File: src/rtl/iir_sos_pkg.sv
// Shared definitions for the biquad-cascade scheduler: FSM states, tap codes,
// registered strobe bundle and a width helper.
package iir_sos_pkg;
    localparam int MAC_PHASES = 5;
    localparam int PH_W       = 3;

    typedef enum logic [2:0] {
        S_IDLE, S_SCALE_IN, S_MAC, S_SEC_SCALE, S_DONE, S_FLUSH
    } state_t;

    // MAC phase number doubles as the datapath tap select
    typedef enum logic [PH_W-1:0] {
        TAP_X = 3'd0, TAP_X1 = 3'd1, TAP_X2 = 3'd2, TAP_Y1 = 3'd3, TAP_Y2 = 3'd4
    } tap_e;

    typedef struct packed {
        logic acc_clr;
        logic acc_en;
        logic scale_en;
        logic sec_done;
        logic state_clr;
        logic out_valid;
        logic busy;
    } strobe_t;

    function automatic int clog2(input int n);
        int r;
        r = 0;
        while ((1 << r) < n) r++;
        return (r < 1) ? 1 : r;
    endfunction
endpackage

File: src/rtl/iir_sos_scheduler_if.sv
// Sample handshake plus datapath control bundle between scheduler and IIR datapath.
interface iir_sos_scheduler_if #(
    parameter int NUM_SOS = 4,
    parameter int CNT_W   = 16
);
    import iir_sos_pkg::*;
    localparam int SEC_W   = clog2(NUM_SOS);
    localparam int COEF_AW = clog2(NUM_SOS * MAC_PHASES);
    localparam int SCALE_W = clog2(NUM_SOS + 1);

    logic               in_valid, in_ready, flush, ovf_in, sample_load;
    logic [SEC_W-1:0]   sec_idx;
    logic [COEF_AW-1:0] coef_addr;
    logic [2:0]         tap_sel;
    logic               acc_clr, acc_en, scale_en;
    logic [SCALE_W-1:0] scale_sel;
    logic               sec_done, state_clr, out_valid, busy, ovf_flag;
    logic [CNT_W-1:0]   sample_cnt;

    modport master (
        input  in_valid, flush, ovf_in,
        output in_ready, sample_load, sec_idx, coef_addr, tap_sel, acc_clr, acc_en,
               scale_en, scale_sel, sec_done, state_clr, out_valid, busy, ovf_flag,
               sample_cnt
    );
    modport slave (
        output in_valid, flush, ovf_in,
        input  in_ready, sample_load, sec_idx, coef_addr, tap_sel, acc_clr, acc_en,
               scale_en, scale_sel, sec_done, state_clr, out_valid, busy, ovf_flag,
               sample_cnt
    );
endinterface

File: src/rtl/sos_sequence_counter.sv
// Nested section/phase counter. Exposes next-cycle values so the top can
// register its outputs without an extra cycle of latency.
module sos_sequence_counter import iir_sos_pkg::*; #(
    parameter int NUM_SOS = 4,
    parameter int SEC_W   = 2,
    parameter int COEF_AW = 5
) (
    input  logic               CLK,
    input  logic               Reset,
    input  logic               load,
    input  logic               adv_ph,
    input  logic               adv_sec,
    output logic [SEC_W-1:0]   sec_d,
    output logic [PH_W-1:0]    ph_d,
    output logic [COEF_AW-1:0] coef_d,
    output logic               last_phase,
    output logic               last_section
);
    logic [SEC_W-1:0] sec_q;
    logic [PH_W-1:0]  ph_q;

    assign last_phase   = (ph_q == TAP_Y2);
    assign last_section = (sec_q == SEC_W'(NUM_SOS - 1));

    always_comb begin
        sec_d = sec_q;
        ph_d  = ph_q;
        if (load) begin
            sec_d = '0;
            ph_d  = '0;
        end else if (adv_sec) begin
            sec_d = sec_q + SEC_W'(1);
            ph_d  = '0;
        end else if (adv_ph) begin
            ph_d = ph_q + PH_W'(1);
        end
    end

    assign coef_d = COEF_AW'(sec_d) * COEF_AW'(MAC_PHASES) + COEF_AW'(ph_d);

    always_ff @(posedge CLK) begin
        if (Reset) begin
            sec_q <= '0;
            ph_q  <= '0;
        end else begin
            sec_q <= sec_d;
            ph_q  <= ph_d;
        end
    end
endmodule

File: src/rtl/iir_sos_scheduler.sv
// Time-multiplexed biquad cascade sequencer: input scale, 5 MAC phases and a
// scale/writeback per section, then an output pulse. Outputs are registered.
module iir_sos_scheduler import iir_sos_pkg::*; #(
    parameter int NUM_SOS = 4,
    parameter int CNT_W   = 16
) (
    input logic CLK,
    input logic Reset,
    iir_sos_scheduler_if.master bus
);
    localparam int SEC_W   = clog2(NUM_SOS);
    localparam int COEF_AW = clog2(NUM_SOS * MAC_PHASES);
    localparam int SCALE_W = clog2(NUM_SOS + 1);

    state_t state, ns;
    logic flush_pend, ovf_q, hs, flush_last;
    logic cnt_load, adv_ph, adv_sec, last_phase, last_section;
    logic [SEC_W-1:0]   sec_d, sec_idx_d, sec_idx_q;
    logic [PH_W-1:0]    ph_d, tap_d, tap_q;
    logic [COEF_AW-1:0] coef_d, coef_nx, coef_q;
    logic [SCALE_W-1:0] scale_sel_d, scale_sel_q;
    logic [CNT_W-1:0]   cnt_q;
    strobe_t stb_d, stb_q;

    assign bus.in_ready    = (state == S_IDLE || state == S_DONE) && !bus.flush && !flush_pend;
    assign hs              = bus.in_valid && bus.in_ready;
    assign bus.sample_load = hs;
    assign flush_last      = (state == S_FLUSH) && last_section;

    sos_sequence_counter #(.NUM_SOS(NUM_SOS), .SEC_W(SEC_W), .COEF_AW(COEF_AW)) u_seq (
        .CLK(CLK), .Reset(Reset), .load(cnt_load), .adv_ph(adv_ph), .adv_sec(adv_sec),
        .sec_d(sec_d), .ph_d(ph_d), .coef_d(coef_d),
        .last_phase(last_phase), .last_section(last_section)
    );

    always_ff @(posedge CLK) begin
        if (Reset) state <= S_IDLE;
        else       state <= ns;
    end

    always_comb begin
        ns = state; cnt_load = 1'b0; adv_ph = 1'b0; adv_sec = 1'b0;
        case (state)
            S_IDLE: begin
                if (bus.flush)  begin ns = S_FLUSH;    cnt_load = 1'b1; end
                else if (hs)    begin ns = S_SCALE_IN; cnt_load = 1'b1; end
            end
            S_SCALE_IN:  ns = S_MAC;
            S_MAC: begin
                if (last_phase) ns = S_SEC_SCALE;
                else            adv_ph = 1'b1;
            end
            S_SEC_SCALE: begin
                if (last_section) ns = S_DONE;
                else begin ns = S_MAC; adv_sec = 1'b1; end
            end
            // pending flush wins over a new sample once the current one drains
            S_DONE: begin
                if (bus.flush || flush_pend) begin ns = S_FLUSH; cnt_load = 1'b1; end
                else if (hs) begin ns = S_SCALE_IN; cnt_load = 1'b1; end
                else ns = S_IDLE;
            end
            S_FLUSH: begin
                if (last_section) ns = S_IDLE;
                else              adv_sec = 1'b1;
            end
            default: ns = S_IDLE;
        endcase

        stb_d = '0; sec_idx_d = '0; coef_nx = '0; tap_d = '0; scale_sel_d = '0;
        stb_d.busy = (ns != S_IDLE);
        case (ns)
            S_SCALE_IN: stb_d.scale_en = 1'b1;
            S_MAC: begin
                stb_d.acc_en  = 1'b1;
                stb_d.acc_clr = (ph_d == TAP_X);
                tap_d         = ph_d;
                coef_nx       = coef_d;
                sec_idx_d     = sec_d;
            end
            S_SEC_SCALE: begin
                stb_d.scale_en = 1'b1;
                stb_d.sec_done = 1'b1;
                scale_sel_d    = SCALE_W'(sec_d) + SCALE_W'(1);
                sec_idx_d      = sec_d;
            end
            S_DONE:  stb_d.out_valid = 1'b1;
            S_FLUSH: begin
                stb_d.state_clr = 1'b1;
                sec_idx_d       = sec_d;
            end
            default: ;
        endcase
    end

    always_ff @(posedge CLK) begin
        if (Reset) begin
            stb_q <= '0; sec_idx_q <= '0; coef_q <= '0; tap_q <= '0; scale_sel_q <= '0;
            flush_pend <= 1'b0; ovf_q <= 1'b0; cnt_q <= '0;
        end else begin
            stb_q <= stb_d; sec_idx_q <= sec_idx_d; coef_q <= coef_nx;
            tap_q <= tap_d; scale_sel_q <= scale_sel_d;
            if (flush_last)                          flush_pend <= 1'b0;
            else if (bus.flush && state != S_IDLE)   flush_pend <= 1'b1;
            if (flush_last)                          ovf_q <= 1'b0;
            else if (bus.ovf_in && state != S_IDLE)  ovf_q <= 1'b1;
            if (ns == S_DONE) cnt_q <= cnt_q + CNT_W'(1);
        end
    end

    assign bus.acc_clr    = stb_q.acc_clr;
    assign bus.acc_en     = stb_q.acc_en;
    assign bus.scale_en   = stb_q.scale_en;
    assign bus.sec_done   = stb_q.sec_done;
    assign bus.state_clr  = stb_q.state_clr;
    assign bus.out_valid  = stb_q.out_valid;
    assign bus.busy       = stb_q.busy;
    assign bus.sec_idx    = sec_idx_q;
    assign bus.coef_addr  = coef_q;
    assign bus.tap_sel    = tap_q;
    assign bus.scale_sel  = scale_sel_q;
    assign bus.ovf_flag   = ovf_q;
    assign bus.sample_cnt = cnt_q;
endmodule

File: src/flat_wrapper.sv
// flat-port wrapper written by rule: the top's interface ports become plain ports
module iir_sos_scheduler_flat import iir_sos_pkg::*;
#(
    parameter int NUM_SOS = 4,
    parameter int CNT_W   = 16
)
  (CLK, Reset, bus_in_valid, bus_flush, bus_ovf_in, bus_in_ready, bus_sample_load, bus_sec_idx, bus_coef_addr, bus_tap_sel, bus_acc_clr, bus_acc_en, bus_scale_en, bus_scale_sel, bus_sec_done, bus_state_clr, bus_out_valid, bus_busy, bus_ovf_flag, bus_sample_cnt);
  iir_sos_scheduler_if #(.NUM_SOS(NUM_SOS), .CNT_W(CNT_W)) bus_i ();
  input logic CLK;
  input logic Reset;
  input wire logic [$bits(bus_i.in_valid)-1:0] bus_in_valid;
  input wire logic [$bits(bus_i.flush)-1:0] bus_flush;
  input wire logic [$bits(bus_i.ovf_in)-1:0] bus_ovf_in;
  output wire logic [$bits(bus_i.in_ready)-1:0] bus_in_ready;
  output wire logic [$bits(bus_i.sample_load)-1:0] bus_sample_load;
  output wire logic [$bits(bus_i.sec_idx)-1:0] bus_sec_idx;
  output wire logic [$bits(bus_i.coef_addr)-1:0] bus_coef_addr;
  output wire logic [$bits(bus_i.tap_sel)-1:0] bus_tap_sel;
  output wire logic [$bits(bus_i.acc_clr)-1:0] bus_acc_clr;
  output wire logic [$bits(bus_i.acc_en)-1:0] bus_acc_en;
  output wire logic [$bits(bus_i.scale_en)-1:0] bus_scale_en;
  output wire logic [$bits(bus_i.scale_sel)-1:0] bus_scale_sel;
  output wire logic [$bits(bus_i.sec_done)-1:0] bus_sec_done;
  output wire logic [$bits(bus_i.state_clr)-1:0] bus_state_clr;
  output wire logic [$bits(bus_i.out_valid)-1:0] bus_out_valid;
  output wire logic [$bits(bus_i.busy)-1:0] bus_busy;
  output wire logic [$bits(bus_i.ovf_flag)-1:0] bus_ovf_flag;
  output wire logic [$bits(bus_i.sample_cnt)-1:0] bus_sample_cnt;
  assign bus_i.in_valid = bus_in_valid;
  assign bus_i.flush = bus_flush;
  assign bus_i.ovf_in = bus_ovf_in;
  assign bus_in_ready = bus_i.in_ready;
  assign bus_sample_load = bus_i.sample_load;
  assign bus_sec_idx = bus_i.sec_idx;
  assign bus_coef_addr = bus_i.coef_addr;
  assign bus_tap_sel = bus_i.tap_sel;
  assign bus_acc_clr = bus_i.acc_clr;
  assign bus_acc_en = bus_i.acc_en;
  assign bus_scale_en = bus_i.scale_en;
  assign bus_scale_sel = bus_i.scale_sel;
  assign bus_sec_done = bus_i.sec_done;
  assign bus_state_clr = bus_i.state_clr;
  assign bus_out_valid = bus_i.out_valid;
  assign bus_busy = bus_i.busy;
  assign bus_ovf_flag = bus_i.ovf_flag;
  assign bus_sample_cnt = bus_i.sample_cnt;
  iir_sos_scheduler #(.NUM_SOS(NUM_SOS), .CNT_W(CNT_W)) u_core (.CLK(CLK), .Reset(Reset), .bus(bus_i));
endmodule
File: config.mk
export PLATFORM = sky130hd
export DESIGN_NAME = iir_sos_scheduler_flat
export DESIGN_NICKNAME = d
export VERILOG_FILES = /design/src/rtl/iir_sos_pkg.sv /design/src/rtl/iir_sos_scheduler_if.sv /design/src/rtl/sos_sequence_counter.sv /design/src/rtl/iir_sos_scheduler.sv /design/src/flat_wrapper.sv
export SDC_FILE = /design/constraint.sdc
export NUM_CORES = 1
export LEC_CHECK = 0
export ABC_AREA = 1
export CORE_UTILIZATION = 38
export CTS_CLUSTER_SIZE = 25
export DETAILED_ROUTE_END_ITERATION = 10
export GPL_ROUTABILITY_DRIVEN = 0
export SYNTH_ARGS = -nofsm -noshare
export SYNTH_HDL_FRONTEND = slang
export SYNTH_SLANG_ARGS = --single-unit
File: constraint.sdc
create_clock -name CLK -period 5 [get_ports CLK]
set_clock_uncertainty 0.2 [all_clocks]
set_input_delay 0.75 -clock CLK [delete_from_list [all_inputs] [get_ports CLK]]
set_output_delay 0.75 -clock CLK [all_outputs]
set_load 0.02 [all_outputs]
==> flow_summary.ini <==
[run_status]
status = complete, no violations

[worst_hold_path]
min_from = u_core.bus.ovf_flag$_SDFFE_PP0P_
min_path_type = flip-flop to flip-flop

[final_layout]
nNetsFinal = 335
fill_cells = 541
diodes = 0
final_common_cell = dfxtp_1
drive_gt1_share_pct = 10.4
fin_area_sq_mm = 0.00274
layout.cells.most_common_list = dfxtp_1 (46), nor2_1 (45), inv_1 (43), clkdlybuf4s50_1 (43), nand2_1 (41)
area_growth_pct = 27.5

[floorplanning]
core_area_sq_mm = 0.00547
die_y_microns = 77.2
rows = 27
ios = 44
start_util_pct = 39.3
die_w_microns = 77.2
die-area_sq_mm = 0.00596

[pwr]
ir_drop_uv = 178
internal_power_w = 0.000660
p_sw_w = 0.000323
p_seq_share_pct = 44.1
clkPwrFrac_pct = 28.6
p_sw_share_pct = 32.9
power_density_mw_per_mm2 = 359
p_leak_nw = 1.16
comb_power_share_pct = 27.4

[global_route]
grt_pass1_vias = 1704
met3_usage_pct = 3.45
antenna_found_initial = 0
use_met1_pct = 21.6
grt_overflow = 0
grt-busiest-layer = met2
grt_first_pass_wirelength_microns = 7660
grt_usage_pct = 16.1
grt_use_met2_pct = 25.4
grt_max_degree = 16

[placed_design]
dp_hpwl_microns = 3110
numPortBuffers = 43
placed_area_sq_mm = 0.00263

[route]
drt_pass1_iterations = 4
drc = 0
vias = 1779
wl_per_cell_microns = 10.8
routed_wl_microns = 4220
ant_nets = 0
viasPerCell = 4.56
drt_iter0_drc = 67

[yosys]
synth_cell_types = 31
synthCells = 273
synth_area_per_cell_sq_um = 7.87
yosys_warnings = 0
synth_seq_cells = 46
synth_top_area_share_pct = 42.8
synth_seq_area_share_pct = 42.8
synth_ff_type = dfxtp_1
synth_edf_count = 0
synth_area_leaders = dfxtp_1 (43%), nor2_1 (7.9%), inv_1 (7.5%), nand2_1 (7.2%), ha_1 (6.4%)
synth-async-reset-ratio_pct = 0
syn_area_sq_mm = 0.00215
synth_area_leader_cell = dfxtp_1
syn_nets = 290

[run]
cap_violations = 0

[clock_network]
numClockSinks = 46
cts_buffers = 5
cts_buffer_depth = 2
root_buffer = clkbuf_8
post_cts_buffers = 0
cts_hold_buf = 0
ctsResizeCount = 0
clk_pin_slew_ns = 0.08
clk-insertion-delay-late_ns = 0.29
cts_tree = built
cts_max_level = 2

[worst_setup_path]
crit_fanout = 5
crit_start = bus_flush
startpoint_type = input port
crit_top_cell = inv_1
crit_arrival_ns = 3.11
crit_chain = clkdlybuf4s50_1, inv_1, nand2_1, nand3_1, nand3_1, inv_1, nand2_1, inv_1, ha_1, ha_1, inv_1, fa_1, xor2_1, nor2_1
worstPathRequired_ns = 5.03
cp-end-kind = flip-flop
cp_slowest_cell = clkdlybuf4s50_1
critPathKind = input port to flip-flop
reg2reg_from = u_core.state[2]$_SDFF_PP0_
crit_path_max_incr_delay_ns = 0.54

[timing]
tightest_slew_ns = 0.701
min_period_over_period_pct = 61.7
tns_ns = 0
rsz0062_at_grt = false
slew-limit-headroom_pct = 53.1
slew_violations = 0
hold_viol_final = 0
final_period_minus_worst_setup_slack_ns = 3.08
max_freq_ghz = 0.324
setup_violations = 0
## cell type report
type | instances | area (sq um) | area share, %
sequential | 46 | 921 | 33.6
tap | 72 | 90.1 | 3.29
inverter | 47 | 176 | 6.44
timing repair buffer | 43 | 430 | 15.7
clock buffer | 6 | 82.6 | 3.01
clock inverter | 1 | 30.0 | 1.10
multi-input combinational | 175 | 1010 | 36.8
## sequential cells by signal, indices dropped and copies added, names as in the netlist, 2 cells and up
register / count
u_core.bus.coef_addr: 5
u_core.bus.sample_cnt: 16
u_core.bus.scale_sel: 3
u_core.bus.sec_idx: 2
u_core.bus.tap_sel: 3
u_core.state: 3
u_core.u_seq.ph_q: 3
u_core.u_seq.sec_q: 2
## routing by layer
| metal | wire length, microns | share of wire (%) | vias to the layer above |
|---|---|---|---|
| li1 | - | - | 945 |
| met1 | 2080 | 49 | 780 |
| met2 | 1860 | 44 | 48 |
| met3 | 227 | 5.4 | 6 |
| met4 | 56 | 1.3 | 0 |
| met5 | 0 | 0 | - |
## Yosys cell counts (2+ instances only)
cell     number
dfxtp_1      46
nor2_1       45
inv_1        43
nand2_1      41
nand3_1      18
a21oi_1      12
ha_1         11
o21ai_0       7
nand3_2       6
nor3_1        6
nor2_4        4
buf_6         3
inv_2         3
nand4_1       3
nor2_2        3
nor3_2        3
a21oi_2       2
a31oi_1       2
nand2_2       2
xor2_1        2
## worst paths after layout
check	endpoint	slack, ns	cells after the start
max	u_core.bus.coef_addr[3]$_SDFF_PP0_	1.92	14
min	u_core.bus.ovf_flag$_SDFFE_PP0P_	0.28	2
max reg2reg	u_core.bus.coef_addr[3]$_SDFF_PP0_	2.23	11
min reg2reg	u_core.bus.ovf_flag$_SDFFE_PP0P_	0.28	2
## worst max-delay path, delay by kind of cell
family	cells	cell delay, ns
buffers and inverters	5	0.82
adders and majority gates	3	0.82
and+or+nand+nor	5	0.58
xor gates and xnor gates	1	0.15
## cells by family after synthesis
group           after synthesis  synth area share (%)
compound gates               25                  6.64
simple gates                135                  31.8
xor+xnor                      3                  1.22
fa+ha+maj                    12                  7.33
flops                        46                  42.8
buf+inv                      52                  10.2
## power groups by stage
| stage | Combinational, W | Clock, W | Sequential [W] |
|---|---|---|---|
| final | 0.000269 | 0.000281 | 0.000433 |
| after global routing | 0.000306 | 0.000309 | 0.000438 |
| after CTS | 0.000273 | 0.000293 | 0.000434 |
| after detailed placement | 0.000272 | 0 | 0.000443 |
| after global placement | 0.000270 | 0 | 0.000442 |
| after floorplan | 0.000192 | 0 | 0.000447 |
## stage by stage
step / cells / utilization (%) / hold WS [ns] / worst slack [ns] / total power [W]
final: 390 / 50.1 / 0.277 / 1.92 / 0.000983
after global routing: 390 / 50.1 / 0.325 / 1.74 / 0.00105
after CTS: 390 / 50.1 / 0.292 / 1.91 / 0.00100
after detailed placement: 383 / 48.0 / 0.266 / 1.62 / 0.000714
after global placement: 383 / 48.0 / 0.254 / 1.66 / 0.000712
after floorplan: 273 / - / 0.259 / 2.40 / 0.000639
Note: power is estimated with default switching activity, not from simulation.
